===== src/rtl/tile_link_pkg.sv =====
// rtl/tile_link_pkg.sv - shared word and link channel state types
package tile_link_pkg;

  localparam int WORD_W = 16;

  typedef logic [WORD_W-1:0] word_t;

  typedef enum logic [1:0] {
    LINK_IDLE,
    LINK_FULL,
    LINK_DONE
  } link_state_t;

endpackage


===== src/rtl/link_channel.sv =====
// rtl/link_channel.sv - one direction of a tile link: single-word blocking write-until-read
module link_channel
  import tile_link_pkg::*;
#(
  parameter int CNT_W = 16
) (
  input  logic             clk,
  input  logic             nrst,
  input  word_t            send_data,
  input  logic             send_ready,
  input  logic             recv_ready,
  output logic             send_done,
  output logic             recv_valid,
  output word_t            recv_data,
  output logic [CNT_W-1:0] count
);

  link_state_t state;

  // recv_data doubles as the word buffer: it only needs to hold the word while FULL.
  always_ff @(posedge clk or negedge nrst) begin
    if (!nrst) begin
      state      <= LINK_IDLE;
      send_done  <= 1'b0;
      recv_valid <= 1'b0;
      recv_data  <= '0;
      count      <= '0;
    end else begin
      case (state)
        LINK_IDLE: begin
          if (send_ready) begin
            state      <= LINK_FULL;
            recv_valid <= 1'b1;
            recv_data  <= send_data;
          end
        end
        LINK_FULL: begin
          if (recv_ready) begin
            state      <= LINK_DONE;
            recv_valid <= 1'b0;
            recv_data  <= '0;
            send_done  <= 1'b1;
            count      <= count + 1'b1;
          end
        end
        LINK_DONE: begin
          // Any send_ready here is the sender's stale request for the word just acked.
          state     <= LINK_IDLE;
          send_done <= 1'b0;
        end
        default: begin
          state      <= LINK_IDLE;
          send_done  <= 1'b0;
          recv_valid <= 1'b0;
          recv_data  <= '0;
        end
      endcase
    end
  end

endmodule


===== src/rtl/tile_link.sv =====
// rtl/tile_link.sv - point-to-point link between neighbouring tiles A and B
module tile_link
  import tile_link_pkg::*;
#(
  parameter int CNT_W = 16
) (
  input  logic             clk,
  input  logic             nrst,
  input  word_t            a_send_data,
  input  logic             a_send_ready,
  input  logic             a_recv_ready,
  output logic             a_send_done,
  output logic             a_recv_valid,
  output word_t            a_recv_data,
  input  word_t            b_send_data,
  input  logic             b_send_ready,
  input  logic             b_recv_ready,
  output logic             b_send_done,
  output logic             b_recv_valid,
  output word_t            b_recv_data,
  output logic [CNT_W-1:0] ab_count,
  output logic [CNT_W-1:0] ba_count
);

  link_channel #(.CNT_W(CNT_W)) u_ab (
    .clk        (clk),
    .nrst       (nrst),
    .send_data  (a_send_data),
    .send_ready (a_send_ready),
    .recv_ready (b_recv_ready),
    .send_done  (a_send_done),
    .recv_valid (b_recv_valid),
    .recv_data  (b_recv_data),
    .count      (ab_count)
  );

  link_channel #(.CNT_W(CNT_W)) u_ba (
    .clk        (clk),
    .nrst       (nrst),
    .send_data  (b_send_data),
    .send_ready (b_send_ready),
    .recv_ready (a_recv_ready),
    .send_done  (b_send_done),
    .recv_valid (a_recv_valid),
    .recv_data  (a_recv_data),
    .count      (ba_count)
  );

endmodule


===== config.mk =====
export PLATFORM = sky130hd
export DESIGN_NAME = tile_link
export DESIGN_NICKNAME = d
export VERILOG_FILES = /design/src/rtl/tile_link_pkg.sv /design/src/rtl/link_channel.sv /design/src/rtl/tile_link.sv
export SDC_FILE = /design/constraint.sdc
export NUM_CORES = 1
export LEC_CHECK = 0
export ABC_CLOCK_PERIOD_IN_PS = 2200
export BUFFER_PORTS_ARGS = -buffer_cell sky130_fd_sc_hd__buf_4
export CORE_AREA = 2 2 97 99
export DETAILED_ROUTE_END_ITERATION = 8
export DIE_AREA = 0 0 99 101
export PLACE_DENSITY_LB_ADDON = 0.05
export SETUP_SLACK_MARGIN = 0.3
export SLEW_MARGIN = 20
export SYNTH_ARGS = -nofsm -noshare
export SYNTH_HDL_FRONTEND = slang
export SYNTH_SLANG_ARGS = --single-unit

===== constraint.sdc =====
create_clock -name clk -period 2.2 [get_ports clk]
set_clock_uncertainty 0.15 [all_clocks]
set_input_delay 0.22 -clock clk [delete_from_list [all_inputs] [get_ports clk]]
set_output_delay 0.22 -clock clk [all_outputs]
set_load 0.05 [all_outputs]

# Word level (Yosys, flattened, before mapping)
# Index checks and enable logic that the tools add are counted.
# Widths: inputs -> output; s select.
[totals] reg_bits=72 input_bits=38 out_inout_bits=68 word_cells=56
[op_classes] addsub=2 n_eq_ne=8 mux=22 bitwise=4 n_reduce_logical=10
[ops] op="$pmux 16 s3" n=2
[ops] op="$mux 16" n=4
[ops] op="$add 16x1->16 const B" n=2
[ops] op="$reduce_and 2->1" n=6
[ops] op="$mux 2" n=4
[ops] op="$ne 2x2->1 const B" n=4
[ops] op="$pmux 2 s2" n=2
[ops] op="$mux 1" n=6
[ops] op="$pmux 1 s3" n=2
[ops] op="$reduce_and 3->1" n=2
[ops] op="$eq 2x1->1 const B" n=2
[ops] op="$eq 2x2->1 const B" n=2
[ops] op="$logic_not 2->1" n=2
[ops] op="$not 1->1" n=4
[ops] op="$pmux 1 s2" n=2

# Longest topological paths before layout
# Gate-level depths: netlist of run 1.
[depth] ltp_word=3 mapped_depth=5 depth_no_buf=5

# By module
# Synthesis of run 1 repeated with hierarchy kept, for this count alone.
[hier_totals] cells_unflattened=220 area_unflattened_um2=2837.7
[by_module_without_submodules] mod="link_channel" instances=2 cells_each=110 area_per_inst_um2=1418.9 seq_area_each_um2=900.9

# Worst setup path after synthesis of run 1
# No wires, ideal clock.
[synth_timing] path_kind="reg-to-reg" startpoint="register u_ba.count[4]" endpoint="register u_ba.count[15]" setup_ns=0.140 arrival_time_ns=1.578 t_required_ns=1.910 slack_ns=0.332 stages_incl_launch_ff=5 n_path_buf=0 synth_period_minus_slack_ns=1.868 cell_sequence="dfrtp_1 nand4_1 nor3_1 nand4_1 xnor2_1"
[synth_between] elab_chain_len=1
[synth_rtl] item="from (decl)" line="link_channel.sv:15" source="output logic [CNT_W-1:0] count"
[synth_rtl] item="from (signal assigned)" line="link_channel.sv:43" source="count <= count + 1'b1;"
[synth_rtl] item="$add 16x1->16" line="link_channel.sv:43"
# No other way between the ends.
# A chain may end at the register's enable or synchronous reset.

# Worst setup path in the final report of run 1
# Same ends and word-level chain as after synthesis.

==> results.md, run 1 <==
- Status: finished, final reports clean
- Crit-path max FO: 6
- Core area: between 8000 and 9000 sq um
- Die area: approximately 10000 sq um
- Simple-gate portion of the synthesized area: roughly 14%
- Leading area contributor after synthesis: dfrtp_1
- Avg Cell Area, Syn: 13.3 sq um
- CP endpoint kind: flip-flop
- Yosys top cell area share: a little over three fifths
- Crit path launch type: flip-flop
- Cells after synthesis: 216
- Post-synth EDFFs: 0
- Post-layout nets: about 400
- Max Root-Sink Buffers: 2
- Cell Pwr Density: between 1000 and 1500 nW/um^2
- Slew margin rel.: 66.2%
- Top Ports: approximately 110
- First-pass GRT wire length: approximately 11000 um
- Row cnt: 35
- H-tree depth: 3
- Number of buffers added for setup after CTS: 0
- Share of the yosys chip area belonging to registers: between 60% and 70%
- Main synth FF type: dfrtp_1
- Drt pass-1 iters: 5
- DP HPWL: 4710 um
- Clock tree root driver cell: clkbuf_8
- Mux contribution to synthesized area: 0%
- Number of vias per cell: about 4.6
- RSZ-0062 raised after global routing: false
- Adder-Cell Fraction of Synth Area: less than 1%
- Placed cells: between 400 and 500
- VDD IR max: between 0.9 and 1 mV
- Worst min path class: in -> reg
- Setup TNS: 0 ns
- Fmax: approximately 600 MHz
- Fill cell count: roughly 850
- Async SR Flop Fraction: 100%
- Buffers on Ports: around 110
- GRT Util Overall: 14.7%
- Tmin final: 1.67 ns
- Resize count post-CTS: 0
- Fin. max-slew vios: 0
- Post-Syn Area: between 2000 and 3000 sq um
- Pin count of the biggest net entering global routing: 39
- Leakage: 2.20 nW
- Final Setup Violations: 0
- Distinct cells, synth: 33
- Inserted Diodes: 0
- Main combinational cell family by area after synthesis: simple AND/OR/NAND/NOR gates
- Remaining global-route overflow: 0
- Slew @ Worst Pin: between 0.5 and 0.6 ns
- Number of global-route vias before repair: between 2k and 2.5k
- Compound-cell area share of the yosys netlist: between 10% and 20%
- Multi-input gate area: 1020 sq um
- Latest clock arrival within the worst-skew pair: approximately 0.34 ns
- Clk sinks: 72
- Initial Utilization: a little under a third
- Main area contributors after synthesis: dfrtp_1 (63%), a22o_1 (9.8%), xnor2_1 (6.7%)
- Syn_nets: 256
- Share of post-route cells with drive strength above 1: roughly 38%
- Vias: between 2k and 2.5k
- Die W: 99 um
- Num CTS Buffers: 9
- Register Area: between 1500 and 2000 sq um
- Post-synthesis sequential element count: between 70 and 80
- Hold-fix buffers, CTS: 34
- Synth warn: 0
- Final hold vios: 0
- Max-cap viol count: 0
- Die Ht: between 100 and 150 um
- Clock transition at path regs: about 0.08 ns
- Xor/xnor share of the synthesized area: about 9.2%
- Period utilization: around three quarters
- Global placer's final weighted congestion: 0.692
- Layout Cells excl Fill: ~480
- WL final: just over 7000 um
- WL/cell: 14.6 um
- CTS tree: built
- Worst EP arrival: between 1.5 and 2 ns
- Drt drc: 0
- Crit path required time: 2.28 ns
- WS Path Type: reg -> reg
- Layout area overhead: 52.1%
- ANT nets after route: 0
- Initial antenna violation count: 0
- Initial drt markers: between 80 and 90
-- path summary, 6_finish.rpt --
check | startpoint | cells past startpoint | slack, ns | to
setup / recovery | u_ba.count[4] | 4 | 0.53 | u_ba.count[15]
hold / removal | b_send_ready | 3 | 0.02 | u_ba.state[0]
setup reg to reg | u_ba.count[4] | 4 | 0.53 | u_ba.count[15]
hold reg to reg | u_ab.count[15] | 1 | 0.33 | u_ab.count[15]
max in group asynchronous | nrst | 3 | 1.13 | u_ab.recv_data[9]
min in group asynchronous | nrst | 2 | 0.24 | u_ba.recv_data[6]
-- cells in the final DEF, fill, tap and decap left out, types with 2 or more instances in the layout --
cell / netlist / routed
a21o_1: 2 / 2
o21ai_0: 2 / 2
dfrtp_1: 72 / 72
xor2_1: 8 / 8
clkinv_2: 0 / 3
xnor2_1: 22 / 22
o21a_1: 2 / 2
nor2_1: 6 / 6
and3_1: 2 / 2
buf_4: 0 / 111
a22o_1: 32 / 32
inv_1: 4 / 4
nand2b_1: 2 / 2
nand2_1: 18 / 18
nor3_2: 2 / 2
ha_1: 2 / 2
nand3b_4: 2 / 2
clkbuf_8: 0 / 10
nand3_1: 10 / 10
dlygate4sd3_1: 0 / 34
nor2_2: 3 / 3
nand4_1: 8 / 8
-- where the power goes --
| group | switching (mW) | leakage (nW) | internal, mW |
|---|---|---|---|
| Combinational | 1.72 | 1.16 | 0.845 |
| Clock | 0.473 | 0.0989 | 0.543 |
| Sequential | 0.321 | 0.944 | 1.68 |
| Total | 2.51 | 2.20 | 3.07 |
-- layout make-up --
type	count	area share (%)
clock inverters	4	1.03
inverters	5	0.431
flip-flops and latches	72	41.3
clock buffers	11	3.24
repair buffers	146	27.4
multi-input cells	135	23.4
well taps	111	3.19
-- registers in the layout, indices dropped and copies added (netlist names) --
register and count:
u_ab.count 16, u_ab.recv_data 16, u_ab.recv_valid 1, u_ab.send_done 1
u_ab.state 2, u_ba.count 16, u_ba.recv_data 16, u_ba.recv_valid 1
u_ba.send_done 1, u_ba.state 2
-- per-layer routing --
layer  GRT usage [%]  vias to the layer above  wire, um
li1                -                     1075         -
met4            5.58                        0        97
met5               0                        -         0
met3            5.20                       10       451
met1            18.3                     1090      3090
met2            23.6                       65      3430
-- through the flow --
stage | total power [mW] | setup WS (ns) | utilization (%) | hold WS, ns | instance area, sq um
final | 5.58 | 0.533 | 48.6 | 0.0195 | 4360
after global routing | 5.86 | 0.372 | 48.6 | 0.0367 | 4360
after CTS | 5.65 | 0.531 | 48.6 | 0.00319 | 4360
after detailed placement | 4.55 | 0.536 | 42.7 | 0.0872 | 3830
after global placement | 4.55 | 0.604 | 42.7 | 0.0801 | 3830
after floorplan | 3.70 | 0.332 | - | -0.226 | 2870
-- synth_stat cells, types with 2 or more instances --
| cell | n |
|---|---|
| nand3b_4 | 2 |
| inv_1 | 4 |
| nand4_1 | 8 |
| a21o_1 | 2 |
| xor2_1 | 8 |
| nand2_1 | 18 |
| xnor2_1 | 22 |
| dfrtp_1 | 72 |
| o21a_1 | 2 |
| buf_2 | 3 |
| ha_1 | 2 |
| nor2_1 | 6 |
| and3_1 | 2 |
| nor3_2 | 2 |
| nand2b_1 | 2 |
| nand3_1 | 10 |
| nor2_2 | 3 |
| o21ai_0 | 2 |
| a22o_1 | 32 |
-- critical path, cell delays in order (launching register included) --
cell and delay (ns):
dfrtp_1 0.43, nand4_1 0.20, nor3_1 0.44, nand4_1 0.17, xnor2_1 0.16
-- logic make-up after synthesis --
kind of cell	after synthesis
flops	72
fa+ha+maj	2
buf+inv	9
simple gates	63
compound gates	40
xor+xnor	30
Note: power is estimated with default switching activity, not from simulation.
==> run 2, diff against run 1 <==
ABC_AREA = 1   (was unset)
ABC_CLOCK_PERIOD_IN_PS = 1500   (was 2200)
CORE_AREA = 2 2 99 101   (was 2 2 97 99)
DIE_AREA = 0 0 101 103   (was 0 0 99 101)
clock period = 1.5 ns   (was 2.2 ns; I/O delays follow)
==> run 2 against run 1 <==
Critical path depth is 2 higher. Synthesized area increased by 5.9%. Non-clock buffer count increased by 65. Wire length is 23% higher. Sequential share of layout area down 9.7 points. Combinational power is 72% higher. Hold slack worse by 0.018 ns. Fmax increased by 14%. Sequential power is 44% higher. Core utilization grew 13 points. Critical endpoint is now u_ba.recv_data[6]. Highest routed layer unchanged.
==> results.md, run 2 <==
- Clock tree root driver cell: clkbuf_8
- VDD IR max: 1.38 mV (+41%)
- Num CTS Buffers: 9 (unchanged)
- Final Setup Violations: 0 (unchanged)
- Die W: 101 um (+2.0%)
- Slew margin rel.: 72.4% (+6.2 points)
- Sw Share: 40.2% (-4.8 points)
- Crit-path max FO: 17 (+11)
- Buffers on Ports: 105 (unchanged)
- Seq pwr share: 32.0% (-3.9 points)
- First-pass GRT wire length: 12600 um (+9.6%)
- H-tree depth: 3 (unchanged)
- Fmax: 686 MHz (+14%)
- Commonest cells in the synthesized netlist: dfrtp_1 (72), nand2_1 (55), a22o_1 (32)
- WS Path Type: reg -> reg
- Clock share of power: 19.1% (+0.9 points)
- Share of the yosys chip area belonging to registers: 59.3% (-3.5 points)
- Die Ht: 103 um (+2.0%)
- Most frequent cells in the layout: buf_4 (89), buf_6 (55), nand2_1 (49), dfrtp_1 (43), dlygate4sd3_1 (33)
- Initial antenna violation count: 0 (unchanged)
- Slew @ Worst Pin: 0.414 ns (-0.0929 ns)
- Synth warn: 0 (unchanged)
- Global placer's final weighted congestion: 0.750 (+8.4%)
- Core area: 9460 sq um (+5.4%)
- Crit path required time: 1.57 ns (-0.71 ns)
- Post-synthesis sequential element count: 72 (unchanged)
- Worst EP arrival: 1.53 ns (-0.21 ns)
- Yosys top cell area share: 59.3% (-3.5 points)
- Row cnt: 36 (+2.9%)
- CP endpoint kind: flip-flop
- CP cell instances: inv_2, buf_4, nand3b_1, o21ai_4, buf_12, a22o_1
- Max Root-Sink Buffers: 2 (unchanged)
- Origin of the critical flop-to-flop path: u_ba.state[1]
- ANT nets after route: 0 (unchanged)
- Crit path launch type: flip-flop
- Reg2Reg Depth: 6 (+2)
- Area after DPL: 4160 sq um (+8.5%)
- Tmin final: 1.46 ns (-0.210 ns)
- GRT Util Overall: 15.6% (+0.94 points)
- Number of global-route vias before repair: 2684 (+14%)
- Most frequent cell after synthesis: dfrtp_1
- Max-cap viol count: 0 (unchanged)
- WL final: 8670 um (+23%)
- Logic pwr share: 48.9% (+3.0 points)
- CTS tree: built
- Fill cell count: 786 (-7.4%)
- Fin. max-slew vios: 0 (unchanged)
- Vias: 2782 (+24%)
- Cell Pwr Density: 1550 nW/um^2 (+21%)
- Die area: 10400 sq um (+4.0%)
- Cell area after layout: 5820 sq um (+33%)
- R2r setup slk: 0.04 ns (-0.49 ns)
- Hold Path Stages: 4 (+1)
- RSZ-0062 raised after global routing: true
- Crit path max-delay cell type: dfrtp_1
- Reg-to-reg endpoint: u_ba.recv_data[6]
- Worst Hold End: u_ab.state[0]
- Hold Slack: 0.00182 ns (-0.0177 ns)
- Inserted Diodes: 0 (unchanged)
- Hold_sp: b_recv_ready
- Main area contributors after synthesis: dfrtp_1 (59%), a22o_1 (9.2%), nand2_1 (6.8%)
- Drt drc: 0 (unchanged)
- Leading area contributor after synthesis: dfrtp_1
- Clock transition at path regs: 0.08 ns (about the same)
- Post-synth EDFFs: 0 (unchanged)
- Distinct cells, synth: 23 (-30%)
- Latest clock arrival within the worst-skew pair: 0.34 ns (about the same)
- Internal: 5.39 mW (+75%)
- Share of post-route cells with drive strength above 1: 55.1% (+18 points)
- Pin count of the biggest net entering global routing: 30 (-23%)
- Most common cell after layout, fill and taps aside: buf_4
- Sw power: 3.63 mW (+44%)
- Initial drt markers: 52 (-37%)
- Cells after synthesis: 280 (+30%)
- Syn_nets: 320 (+25%)
- Remaining global-route overflow: 0 (unchanged)
- Period utilization: 97.1% (+21 points)
- Leakage: 2.84 nW (+29%)
- Layout area overhead: 91.6%
- Top Ports: 106 (unchanged)
- DP HPWL: 5180 um (+10%)
- Main synth FF type: dfrtp_1
- Number of vias per cell: 4.51 (-2.6%)
- Async SR Flop Fraction: 100% (unchanged)
- Final hold vios: 0 (unchanged)
- Initial Utilization: 32.1% (+0.17 points)
- CP peak stage delay: 0.43 ns (about the same)
- Post-Syn Area: 3040 sq um (+5.9%)
- CP bufs+invs: 3 (+3)
- Post-layout nets: 538 (+32%)
- Avg Cell Area, Syn: 10.8 sq um (-18%)
- Clk sinks: 72 (unchanged)
- Critical path's top delay family: flip-flops
- Drt pass-1 iters: 4 (-1)
- WL/cell: 14.0 um (-3.9%)
- Worst min path class: in -> reg
- PnR Total Power: 9.02 mW (+62%)
- Status: finished, final reports clean
==> run 2: power by group through the flow <==
stage	Clock (mW)	Combinational [mW]	Sequential, mW
after global placement	0	3.20	2.85
final	1.72	4.41	2.89
after detailed placement	0	3.21	2.86
after floorplan	0	0.748	4.24
after global routing	1.87	4.64	2.95
after CTS	1.76	3.86	2.87
==> run 2: worst max-delay path by stage <==
stage	startpoint	end	cells after the start
final	u_ba.state[1]	u_ba.recv_data[6]	6
after global routing	u_ba.state[1]	u_ba.count[14]	7
after CTS	u_ba.count[1]	u_ba.count[10]	6
after detailed placement	u_ab.state[1]	u_ab.count[13]	6
after global placement	u_ba.state[1]	u_ba.count[10]	6
after floorplan	u_ab.count[0]	u_ab.count[8]	6
==> run 2: area by class of cell <==
class	count	area [sq um]	area share, %
Tap cell	114	143	2.45
Clock inverter	5	80.1	1.38
Sequential cell	72	1840	31.6
Inverter	29	126	2.17
Multi-Input combinational cell	175	1320	22.6
Clock buffer	11	141	2.43
Timing Repair Buffer	211	2170	37.3
==> run 2: cell families (layout without fill, tap and decap cells) <==
logic type / Yosys count / after routing / share of synthesized area (%)
AOI/OAI and AO/OA: 37 / 37 / 10.3
xor gates and xnor gates: 23 / 23 / 6.63
adders and majority gates: 2 / 2 / 0.824
buffers and inverters: 33 / 256 / 4.82
DFF: 72 / 72 / 59.3
and+or+nand+nor: 113 / 113 / 18.1
==> run 2: worst min-delay path, cell delays in order <==
cell and delay (ns):
buf_4 0.11, inv_1 0.06, nand3_4 0.09, nand2_2 0.04
==> run 2: routing by layer <==
metal  GRT usage, %  vias up  wire length (um)
met5              0        -                 0
met4           5.61        0               103
met3           2.78       10               349
met2           26.7       69              4320
met1           20.1     1346              3890
li1               -     1357                 -
==> run 2: timing repair <==
item	4_1_cts	5_1_grt
pin swaps	14	30
resized for setup	82	60
cloned	0	2
hold endpoints to repair	86	0
buffers inserted	40	25
setup endpoints to repair	131	136
hold buffers	33	0
==> run 2: through the flow <==
step / instances / TNS [ns] / util [%] / setup slack, ns
after CTS: 590 / 0 / 56.4 / 0.0987
after global placement: 501 / 0 / 44.0 / 0.0907
after global routing: 617 / -0.390 / 61.5 / -0.0373
final: 617 / 0 / 61.5 / 0.0433
after detailed placement: 501 / 0 / 44.0 / 0.0668
after floorplan: 280 / -0.00442 / - / -0.00230
==> run 3, diff against run 2 <==
CELL_PAD_IN_SITES_DETAIL_PLACEMENT = 1   (was unset)
CELL_PAD_IN_SITES_GLOBAL_PLACEMENT = 1   (was unset)
==> run 3 against run 2 <==
Register-to-register slack got worse by 0.03 ns. Non-clock buffer count grew 15. Sequential share of layout area shrank 0.82 points. Critical path depth did not move.
==> results.md, run 3 (synthesis gave the netlist of run 2 again) <==
- Layout Cells excl Fill: 632 (+2.4%)
- Max-cap viol count: 0 (unchanged)
- Fill cell count: 965 (+23%)
- RSZ-0062 raised after global routing: true
- Drt pass-1 iters: 4 (unchanged)
- CP endpoint kind: flip-flop
- Clk sinks: 72 (unchanged)
- Core area: 9460 sq um (unchanged)
- First-pass GRT wire length: 14300 um (+13%)
- Reg-to-reg endpoint: u_ab.count[10]
- Crit path launch type: flip-flop
- Drt drc: 0 (unchanged)
- Worst Hold End: u_ab.state[0]
- Layout area overhead: 96.6%
- Period utilization: 98.9% (+1.8 points)
- WL final: 10000 um (+16%)
- Hold Slack: 0.00158 ns (-0.000239 ns)
- Initial drt markers: 32 (-38%)
- Share of post-route cells with drive strength above 1: 57.7% (+2.7 points)
- Final Setup Violations: 0 (unchanged)
- Top Ports: 106 (unchanged)
- GRT Util Overall: 17.7% (+2.1 points)
- Inserted Diodes: 0 (unchanged)
- WS Path Type: reg -> reg
- Worst EP arrival: 1.57 ns (+0.04 ns)
- Hold_sp: b_recv_ready
- Crit-path max FO: 4 (-13)
- Clock tree root driver cell: clkbuf_8
- Fmax: 674 MHz (-1.8%)
- Initial Utilization: 32.1% (unchanged)
- Final worst setup slack: 0.0162 ns (-0.0271 ns)
- CTS tree: built
- Max Root-Sink Buffers: 2 (unchanged)
- Buffers on Ports: 105 (unchanged)
- Remaining global-route overflow: 0 (unchanged)
- Leakage: 2.97 nW (+4.7%)
- Reg2Reg Depth: 6 (unchanged)
- Slew @ Worst Pin: 0.400 ns (-0.0142 ns)
- Worst slack, placed: 0.0396 ns (-0.0272 ns)
- Number of vias per cell: 4.55 (+0.82%)
- Area after DPL: 4170 sq um (+0.18%)
- Number of global-route vias before repair: 2924 (+8.9%)
- Global placer's final weighted congestion: 0.754 (+0.57%)
- R2r setup slk: 0.02 ns (-0.03 ns)
- Setup TNS: 0 ns (unchanged)
- Initial antenna violation count: 0 (unchanged)
- Most common cell after layout, fill and taps aside: buf_4
- Post-layout nets: 553 (+2.8%)
- H-tree depth: 3 (unchanged)
- Cell Pwr Density: 1540 nW/um^2 (-0.89%)
- DP HPWL: 5500 um (+6.1%)
- Origin of the critical flop-to-flop path: u_ab.count[0]
- Status: finished, final reports clean
- Pin count of the biggest net entering global routing: 73 (+140%)
- Die Ht: 103 um (unchanged)
- VDD IR max: 0.795 mV (-43%)
- Cell area after layout: 5970 sq um (+2.6%)
- WL/cell: 15.9 um (+13%)
- Slew margin rel.: 73.4% (+0.95 points)
- Fin. max-slew vios: 0 (unchanged)
- Num CTS Buffers: 9 (unchanged)
- Crit path required time: 1.58 ns (about the same)
- Tmin final: 1.48 ns (+0.0271 ns)
- Worst min path class: in -> reg
- Die W: 101 um (unchanged)
- Most frequent cells in the layout: buf_4 (93), buf_6 (72), nand2_1 (44), dfrtp_1 (44), dlygate4sd3_1 (33)
- Die area: 10400 sq um (unchanged)
- Final hold vios: 0 (unchanged)
- Clock transition at path regs: 0.08 ns (about the same)
- Hold Path Stages: 4 (unchanged)
- Latest clock arrival within the worst-skew pair: 0.35 ns (about the same)
- ANT nets after route: 0 (unchanged)
- Row cnt: 36 (unchanged)
- Vias: 2873 (+3.3%)
- Placed cells: 502 (+0.20%)
## run 3: cell types whose count changed in the layout (fill, tap and decap cells not counted), sizes merged
cell | before | now
clkbuf | 13 | 11
inv | 28 | 29
buf | 176 | 193
clkinv | 2 | 3
clkinvlp | 2 | 1
bufinv | 2 | 1
## run 3: cell type report
| class | count | area, sq um | share of cell area [%] |
|---|---|---|---|
| multi-input cells | 175 | 1370 | 22.9 |
| flip-flops and latches | 72 | 1840 | 30.8 |
| well taps | 114 | 143 | 2.39 |
| clock inverters | 5 | 56.3 | 0.943 |
| repair buffers | 226 | 2290 | 38.4 |
| inverters | 29 | 131 | 2.20 |
| clock buffers | 11 | 141 | 2.37 |
## run 3: report_power, final
part,internal [mW],total (mW),switching [mW]
Combinational,2.16,4.69,2.54
Sequential,2.40,2.91,0.508
Clock,0.816,1.57,0.753
## run 3: worst max path at each step
stage | from | end | depth (start not counted)
final | u_ab.count[0] | u_ab.count[10] | 6
after global routing | u_ab.state[1] | u_ab.count[13] | 6
after detailed placement | u_ab.state[0] | u_ab.count[13] | 5
after global placement | u_ab.state[0] | u_ab.count[13] | 5
after CTS | u_ba.count[0] | u_ba.count[10] | 6
after floorplan | u_ab.count[0] | u_ab.count[8] | 6
## run 3: worst max-delay path, stage by stage (launching register included)
cell	delay, ns
dfrtp_2	0.43
ha_4	0.17
nand3_4	0.09
nor2_4	0.20
buf_6	0.12
nand3_2	0.08
xnor2_2	0.14
## run 3: metrics by stage
step | util, % | total power [mW]
4_1_cts | 56.6 | 8.45
5_1_grt | 63.1 | 9.56
3_5_place_dp | 44.0 | 6.09
3_3_place_gp | 44.0 | 6.06
6_report | 63.1 | 9.17
2_1_floorplan | - | 4.99
## run 3: routing by layer
| metal | GRT usage [%] | wire (um) | up-vias |
|---|---|---|---|
| met4 | 6.24 | 137 | 0 |
| met5 | 0 | 0 | - |
| met1 | 23.4 | 4260 | 1394 |
| met3 | 2.71 | 375 | 12 |
| li1 | - | - | 1388 |
| met2 | 29.8 | 5270 | 79 |
## run 3: repair_timing
| item | CTS | global route |
|---|---|---|
| gates cloned | 3 | 0 |
| gates resized for setup | 88 | 81 |
| setup buffers | 40 | 38 |
| setup endpoints to repair | 133 | 136 |
| hold endpoints to repair | 105 | 0 |
| pin swaps | 10 | 30 |
| hold buffers | 33 | 0 |
